### src/rtl/clk_div_pkg.sv
// Shared definitions for the multi-channel clock divider.
// Holds the controller state encoding, default widths, gen_speed encodings
// and the preset ratio table used on reset and on gen_speed changes.
package clk_div_pkg;

    typedef enum logic [1:0] {
        ST_INIT  = 2'd0,
        ST_RUN   = 2'd1,
        ST_DRAIN = 2'd2,
        ST_ALIGN = 2'd3
    } state_e;

    localparam int unsigned CNT_W_DEF  = 7;
    localparam int unsigned NUM_CH_DEF = 3;

    localparam logic [1:0] GEN4     = 2'b00;
    localparam logic [1:0] GEN3     = 2'b01;
    localparam logic [1:0] GEN2     = 2'b10;
    localparam logic [1:0] GEN4_ALT = 2'b11;

    // Preset divide ratio for a channel; channels beyond ch2 always run at 2.
    function automatic int unsigned preset_ratio(input logic [1:0] gen, input int unsigned ch);
        int unsigned r;
        r = 2;
        if (ch < 3) begin
            case (gen)
                GEN3:           r = (ch == 2) ? 33 : 4;
                GEN2:           r = (ch == 2) ? 66 : 8;
                GEN4, GEN4_ALT: r = (ch == 2) ? 16 : 2;
                default:        r = 2;
            endcase
        end
        return r;
    endfunction

endpackage

### src/rtl/clk_div_chan.sv
// One divider channel: period counter, 50% duty generator (negedge stage
// for odd ratios), end-of-period strobe and park handshake for retiming.
// Ports:
//   local_clk, rst   source clock / async active-low reset
//   ratio            active divide ratio (values <2 behave as 2)
//   cnt_en           controller is in RUN or DRAIN
//   drain            controller is draining: park at end of current period
//   align            controller is aligning: restart at cnt=0 next edge
//   clk_out          divided clock
//   clk_strobe       high on the last source cycle of each period
//   parked           channel has finished its period and is holding
module clk_div_chan
    import clk_div_pkg::*;
#(
    parameter int unsigned CNT_W = CNT_W_DEF
) (
    input  logic             local_clk,
    input  logic             rst,
    input  logic [CNT_W-1:0] ratio,
    input  logic             cnt_en,
    input  logic             drain,
    input  logic             align,
    output logic             clk_out,
    output logic             clk_strobe,
    output logic             parked
);

    localparam int unsigned HW = CNT_W + 1;

    logic [CNT_W-1:0] r_eff;
    logic [CNT_W-1:0] rm1;
    logic [HW-1:0]    half;
    logic [CNT_W-1:0] cnt_q, cnt_d;
    logic             pos_q, pos_d;
    logic             neg_q, neg_d;
    logic             park_q, park_d;
    logic             strobe_q, strobe_d;

    // Next counter / phase / park state.
    always_comb begin
        r_eff  = (ratio < CNT_W'(2)) ? CNT_W'(2) : ratio;
        rm1    = r_eff - CNT_W'(1);
        // High while cnt < ceil(r/2): r/2 for even, (r-1)/2 inclusive for odd.
        half   = HW'(({1'b0, r_eff} + HW'(1)) >> 1);
        cnt_d  = cnt_q;
        park_d = park_q;
        pos_d  = 1'b0;
        if (align) begin
            cnt_d  = '0;
            park_d = 1'b0;
            pos_d  = 1'b1;
        end else if (cnt_en) begin
            if (!park_q) begin
                if (cnt_q >= rm1) begin
                    // Period complete: park (count held) when draining, else wrap.
                    if (drain) begin
                        park_d = 1'b1;
                    end else begin
                        cnt_d = '0;
                    end
                end else begin
                    cnt_d = cnt_q + CNT_W'(1);
                end
            end
            pos_d = !park_d && ({1'b0, cnt_d} < half);
        end else begin
            cnt_d  = '0;
            park_d = 1'b0;
        end
        neg_d    = pos_q;
        strobe_d = !park_d && (cnt_d == rm1);
    end

    always_ff @(posedge local_clk or negedge rst) begin
        if (!rst) begin
            cnt_q    <= '0;
            pos_q    <= 1'b0;
            park_q   <= 1'b0;
            strobe_q <= 1'b0;
        end else begin
            cnt_q    <= cnt_d;
            pos_q    <= pos_d;
            park_q   <= park_d;
            strobe_q <= strobe_d;
        end
    end

    // Half-cycle delayed copy; ANDed in for odd ratios to trim the high phase.
    always_ff @(negedge local_clk or negedge rst) begin
        if (!rst) begin
            neg_q <= 1'b0;
        end else begin
            neg_q <= neg_d;
        end
    end

    assign clk_out    = r_eff[0] ? (pos_q & neg_q) : pos_q;
    assign clk_strobe = strobe_q;
    assign parked     = park_q;

endmodule

### src/rtl/clk_div_multi.sv
// Multi-channel clock divider with glitch-free, phase-aligned ratio changes.
// A change (cfg request or gen_speed preset) drains every channel to the end
// of its current period, then restarts all channels together on one edge.
// Ports:
//   local_clk, rst   source clock / async active-low reset
//   gen_speed        preset select (00/11 gen4, 01 gen3, 10 gen2)
//   cfg_valid        request to apply cfg_ratio
//   cfg_ratio        per-channel ratio, ch i at [i*CNT_W +: CNT_W]
//   cfg_ready        request accepted when high together with cfg_valid
//   clk_out          divided clocks
//   clk_strobe       per-channel end-of-period pulse
//   busy             controller is not in RUN
module clk_div_multi
    import clk_div_pkg::*;
#(
    parameter int unsigned NUM_CH = NUM_CH_DEF,
    parameter int unsigned CNT_W  = CNT_W_DEF
) (
    input  logic                    local_clk,
    input  logic                    rst,
    input  logic [1:0]              gen_speed,
    input  logic                    cfg_valid,
    input  logic [NUM_CH*CNT_W-1:0] cfg_ratio,
    output logic                    cfg_ready,
    output logic [NUM_CH-1:0]       clk_out,
    output logic [NUM_CH-1:0]       clk_strobe,
    output logic                    busy
);

    localparam int unsigned VEC_W = NUM_CH * CNT_W;

    state_e            state_q, state_d;
    logic [VEC_W-1:0]  pend_q, pend_d;
    logic [VEC_W-1:0]  ratio_q, ratio_d;
    logic [VEC_W-1:0]  preset_c;
    logic [1:0]        gen_q, gen_d;
    logic              ready_q, ready_d;
    logic              busy_q, busy_d;
    logic [NUM_CH-1:0] parked;
    logic              cnt_en;
    logic              drain;
    logic              align;

    // Preset ratios for the current gen_speed.
    always_comb begin
        preset_c = '0;
        for (int unsigned i = 0; i < NUM_CH; i++) begin
            preset_c[i*CNT_W +: CNT_W] = CNT_W'(preset_ratio(gen_speed, i));
        end
    end

    // Controller next state; cfg request has priority over a preset change,
    // which stays visible (gen_q unchanged) and is picked up in a later RUN.
    always_comb begin
        state_d = state_q;
        pend_d  = pend_q;
        ratio_d = ratio_q;
        gen_d   = gen_q;
        case (state_q)
            ST_INIT: begin
                pend_d  = preset_c;
                gen_d   = gen_speed;
                state_d = ST_ALIGN;
            end
            ST_RUN: begin
                if (cfg_valid && ready_q) begin
                    pend_d  = cfg_ratio;
                    state_d = ST_DRAIN;
                end else if (gen_speed != gen_q) begin
                    pend_d  = preset_c;
                    gen_d   = gen_speed;
                    state_d = ST_DRAIN;
                end
            end
            ST_DRAIN: begin
                if (&parked) begin
                    state_d = ST_ALIGN;
                end
            end
            ST_ALIGN: begin
                ratio_d = pend_q;
                state_d = ST_RUN;
            end
            default: state_d = ST_INIT;
        endcase
        ready_d = (state_d == ST_RUN);
        busy_d  = !ready_d;
    end

    always_ff @(posedge local_clk or negedge rst) begin
        if (!rst) begin
            state_q <= ST_INIT;
            pend_q  <= '0;
            ratio_q <= '0;
            gen_q   <= '0;
            ready_q <= 1'b0;
            busy_q  <= 1'b1;
        end else begin
            state_q <= state_d;
            pend_q  <= pend_d;
            ratio_q <= ratio_d;
            gen_q   <= gen_d;
            ready_q <= ready_d;
            busy_q  <= busy_d;
        end
    end

    assign cnt_en = (state_q == ST_RUN) || (state_q == ST_DRAIN);
    assign drain  = (state_q == ST_DRAIN);
    assign align  = (state_q == ST_ALIGN);

    for (genvar g = 0; g < NUM_CH; g++) begin : g_ch
        clk_div_chan #(
            .CNT_W(CNT_W)
        ) u_chan (
            .local_clk (local_clk),
            .rst       (rst),
            .ratio     (ratio_q[g*CNT_W +: CNT_W]),
            .cnt_en    (cnt_en),
            .drain     (drain),
            .align     (align),
            .clk_out   (clk_out[g]),
            .clk_strobe(clk_strobe[g]),
            .parked    (parked[g])
        );
    end

    assign cfg_ready = ready_q;
    assign busy      = busy_q;

endmodule

### config.mk
export PLATFORM = sky130hd
export DESIGN_NAME = clk_div_multi
export DESIGN_NICKNAME = d
export VERILOG_FILES = /design/src/rtl/clk_div_pkg.sv /design/src/rtl/clk_div_chan.sv /design/src/rtl/clk_div_multi.sv
export SDC_FILE = /design/constraint.sdc
export NUM_CORES = 1
export LEC_CHECK = 0
export CAP_MARGIN = 20
export CORE_MARGIN = 2
export CORE_UTILIZATION = 45
export DETAILED_ROUTE_END_ITERATION = 8
export PLACE_DENSITY = 0.6
export SYNTH_ARGS = -nofsm -noshare
export SYNTH_HDL_FRONTEND = slang
export SYNTH_SLANG_ARGS = --single-unit
### constraint.sdc
create_clock -name local_clk -period 14.74 [get_ports local_clk]
set_clock_uncertainty 0.05 [all_clocks]
set_input_delay 1.474 -clock local_clk [delete_from_list [all_inputs] [get_ports local_clk]]
set_output_delay 1.474 -clock local_clk [all_outputs]
set_load 0.02 [all_outputs]
==> flow_summary.json <==
{
  "whs_path_depth": 1,
  "yosysWarnings": 0,
  "setup_viol_count_final": 0,
  "final_cell_count_no_fill": 804,
  "cp_max_fo": 1,
  "synth_edf_count": 0,
  "dp.final_hpwl_um": 9623,
  "cp-start-kind": "register",
  "root_buffer": "clkbuf_16",
  "clk_latency_ns": 0.34,
  "grt_pass1_vias": 4329,
  "synth-simple-area-share": 0.1930,
  "ant_nets": 0,
  "start_util": 0.4578,
  "grt_antenna_before_repair": 0,
  "chipWidth_um": 116.8,
  "tritoncts": "built",
  "drc_errors": 0,
  "cellPowerDensity_nw_per_um2": 217.6,
  "fin_ws_ns": 4.408,
  "groute.usage.overall": 0.2018,
  "cts_buffers": 9,
  "h-tree-depth": 3,
  "synth_flop_cell": "dfrtp_1",
  "rows": 41,
  "layout_commonest_cell": "dfrtp_1",
  "maxSlewViolCount": 0,
  "p_clk_frac": 0.173,
  "die_area_um2": 13650,
  "ys_async_sr_fraction": 1.000,
  "overflow": 0,
  "path_class": "reg2out",
  "fin_hold_ws_ns": 0.4467,
  "grt_max_degree": 46,
  "synth_top_family_by_area": "simple AND/OR/NAND/NOR gates",
  "routed_wl_um": 12740,
  "yosysUniqueCellTypes": 72,
  "avgRoutedWirePerCell_um": 15.85,
  "fin_area_um2": 6461,
  "end_kind": "output pin",
  "cts_setup_buffers": 0,
  "synth-compound-area-share": 0.1513,
  "final_cell_mix": "77 x dfrtp_1, 54 x ha_1, 49 x a21oi_1",
  "post_cts_resize_count": 0,
  "die_h_um": 116.8,
  "max_slew.worst_pin.slew_ns": 0.9107,
  "place.gp.congestion": 0.8075,
  "fillers": 1187,
  "syn_area_per_cell_um2": 9.348,
  "synth_cells": 613,
  "synth_area_um2": 5730,
  "synth-seq-area-share": 0.3539,
  "worstPathArrival_ns": 8.81,
  "clock_sinks": 81,
  "ioPinCount": 34,
  "dp_slack_ns": 4.758,
  "clk_pin_slew_ns": 0.06,
  "p_total_mw": 1.406,
  "ys_ff_latch": 81,
  "syn_nets": 693,
  "clk_path_buf_depth": 2,
  "peakVddDrop_mv": 0.1027,
  "diodes": 0,
  "dp_cells": 787,
  "hold_viol": 0,
  "p_int_mw": 0.7811,
  "core_um2": 12520,
  "postPlaceCellArea_um2": 6126,
  "firstDrtPassIters": 4,
  "synth_fa_ha_area_frac": 0.1179,
  "layout.nets": 707,
  "setup_tns_ns": 0,
  "synth_xor_area_frac": 0.06834,
  "cp.required_ns": 13.22,
  "vias": 4452,
  "synthMuxAreaShare": 0.06900,
  "status": "completed",
  "p_comb_frac": 0.553,
  "power.switching_mw": 0.6251,
  "maxCapViolCount": 0,
  "drtIter0Drc": 251,
  "rsz0062_at_grt": "no",
  "routed_via_density": 5.537,
  "fin_util": 0.5162,
  "swShare": 0.4445,
  "rr_worst_depth": 0,
  "syn2layout_area_growth_pct": 12.75,
  "pwr-share-seq": 0.274,
  "drive_above_1_share": 0.1155,
  "slew_headroom": 0.3914,
  "p_leak_nw": 2.876,
  "io_buffers": 33,
  "hold_buffers": 0,
  "hp-class": "reg2reg",
  "grt_pass1_wl_um": 21460
}
## state kept, by name (all words and copies together) (netlist names), 3 cells and up
register	count
g_ch.u_chan.clk_strobe	3
g_ch.u_chan.cnt_q	21
g_ch.u_chan.neg_d	3
g_ch.u_chan.neg_q	3
g_ch.u_chan.parked	3
pend_q	21
ratio_q	21
## critical path: stages, from the launching register on
cell and delay, ns:
dfrtn_1 0.38, o21a_1 0.12, clkdlybuf4s50_1 0.60
## cell families after synthesis
group                      Yosys count
AOI/OAI and AO/OA                  128
muxes                               36
buffers and inverters               60
xor gates and xnor gates            43
adders and majority gates           54
DFF                                 81
and+or+nand+nor                    211
## cell usage after synthesis, drive strengths merged (14+ instances only)
cell    instances  area share
dfrtp          77        0.34
ha             54        0.12
a21oi          50       0.044
nor2           45       0.029
nand2          42       0.028
nand3          36       0.031
mux2           28       0.055
inv            27       0.018
xor2           22       0.035
clkbuf         21       0.014
xnor2          21       0.033
o21ai          19       0.017
a22o           15       0.023
nor3           14       0.014
## final cells by class
cell class / instances / area (um^2) / share of cell area
sequential: 81 / 2028 / 0.3139
tap: 172 / 215.2 / 0.03331
clock inverter: 6 / 91.34 / 0.01414
clock buffer: 10 / 229.0 / 0.03544
multi-input combinational: 472 / 3438 / 0.5321
inverter: 27 / 101.3 / 0.01569
timing repair buffer: 36 / 357.8 / 0.05538
## layer usage
layer	share of wire	vias to the layer above	track usage
met5	0	-	0
met4	0.011	0	0.05804
met3	0.039	10	0.03141
met2	0.45	87	0.3052
met1	0.50	2128	0.3007
li1	-	2227	-
## final timing paths
| kind | to | slack [ns] | from |
|---|---|---|---|
| worst max-delay path | clk_out[1] | 4.41 | g_ch[1].u_chan.neg_q |
| worst min-delay path | pend_q[12] | 0.45 | pend_q[12] |
| worst max register to register | g_ch[2].u_chan.neg_q | 6.79 | g_ch[2].u_chan.neg_d |
| worst min register to register | pend_q[12] | 0.45 | pend_q[12] |
| max in group asynchronous | g_ch[0].u_chan.neg_q | 5.38 | rst |
| min in group asynchronous | ratio_q[12] | 1.08 | rst |
## power by group through the flow
stage | clock (mW) | combinational (mW) | sequential [mW]
floorplan | 0 | 0.630 | 0.349
global placement | 0 | 0.753 | 0.386
detailed placement | 0 | 0.769 | 0.390
CTS | 0.250 | 0.776 | 0.386
global route | 0.257 | 0.877 | 0.402
finish | 0.243 | 0.777 | 0.386
Power figures use the tool's default switching activity.
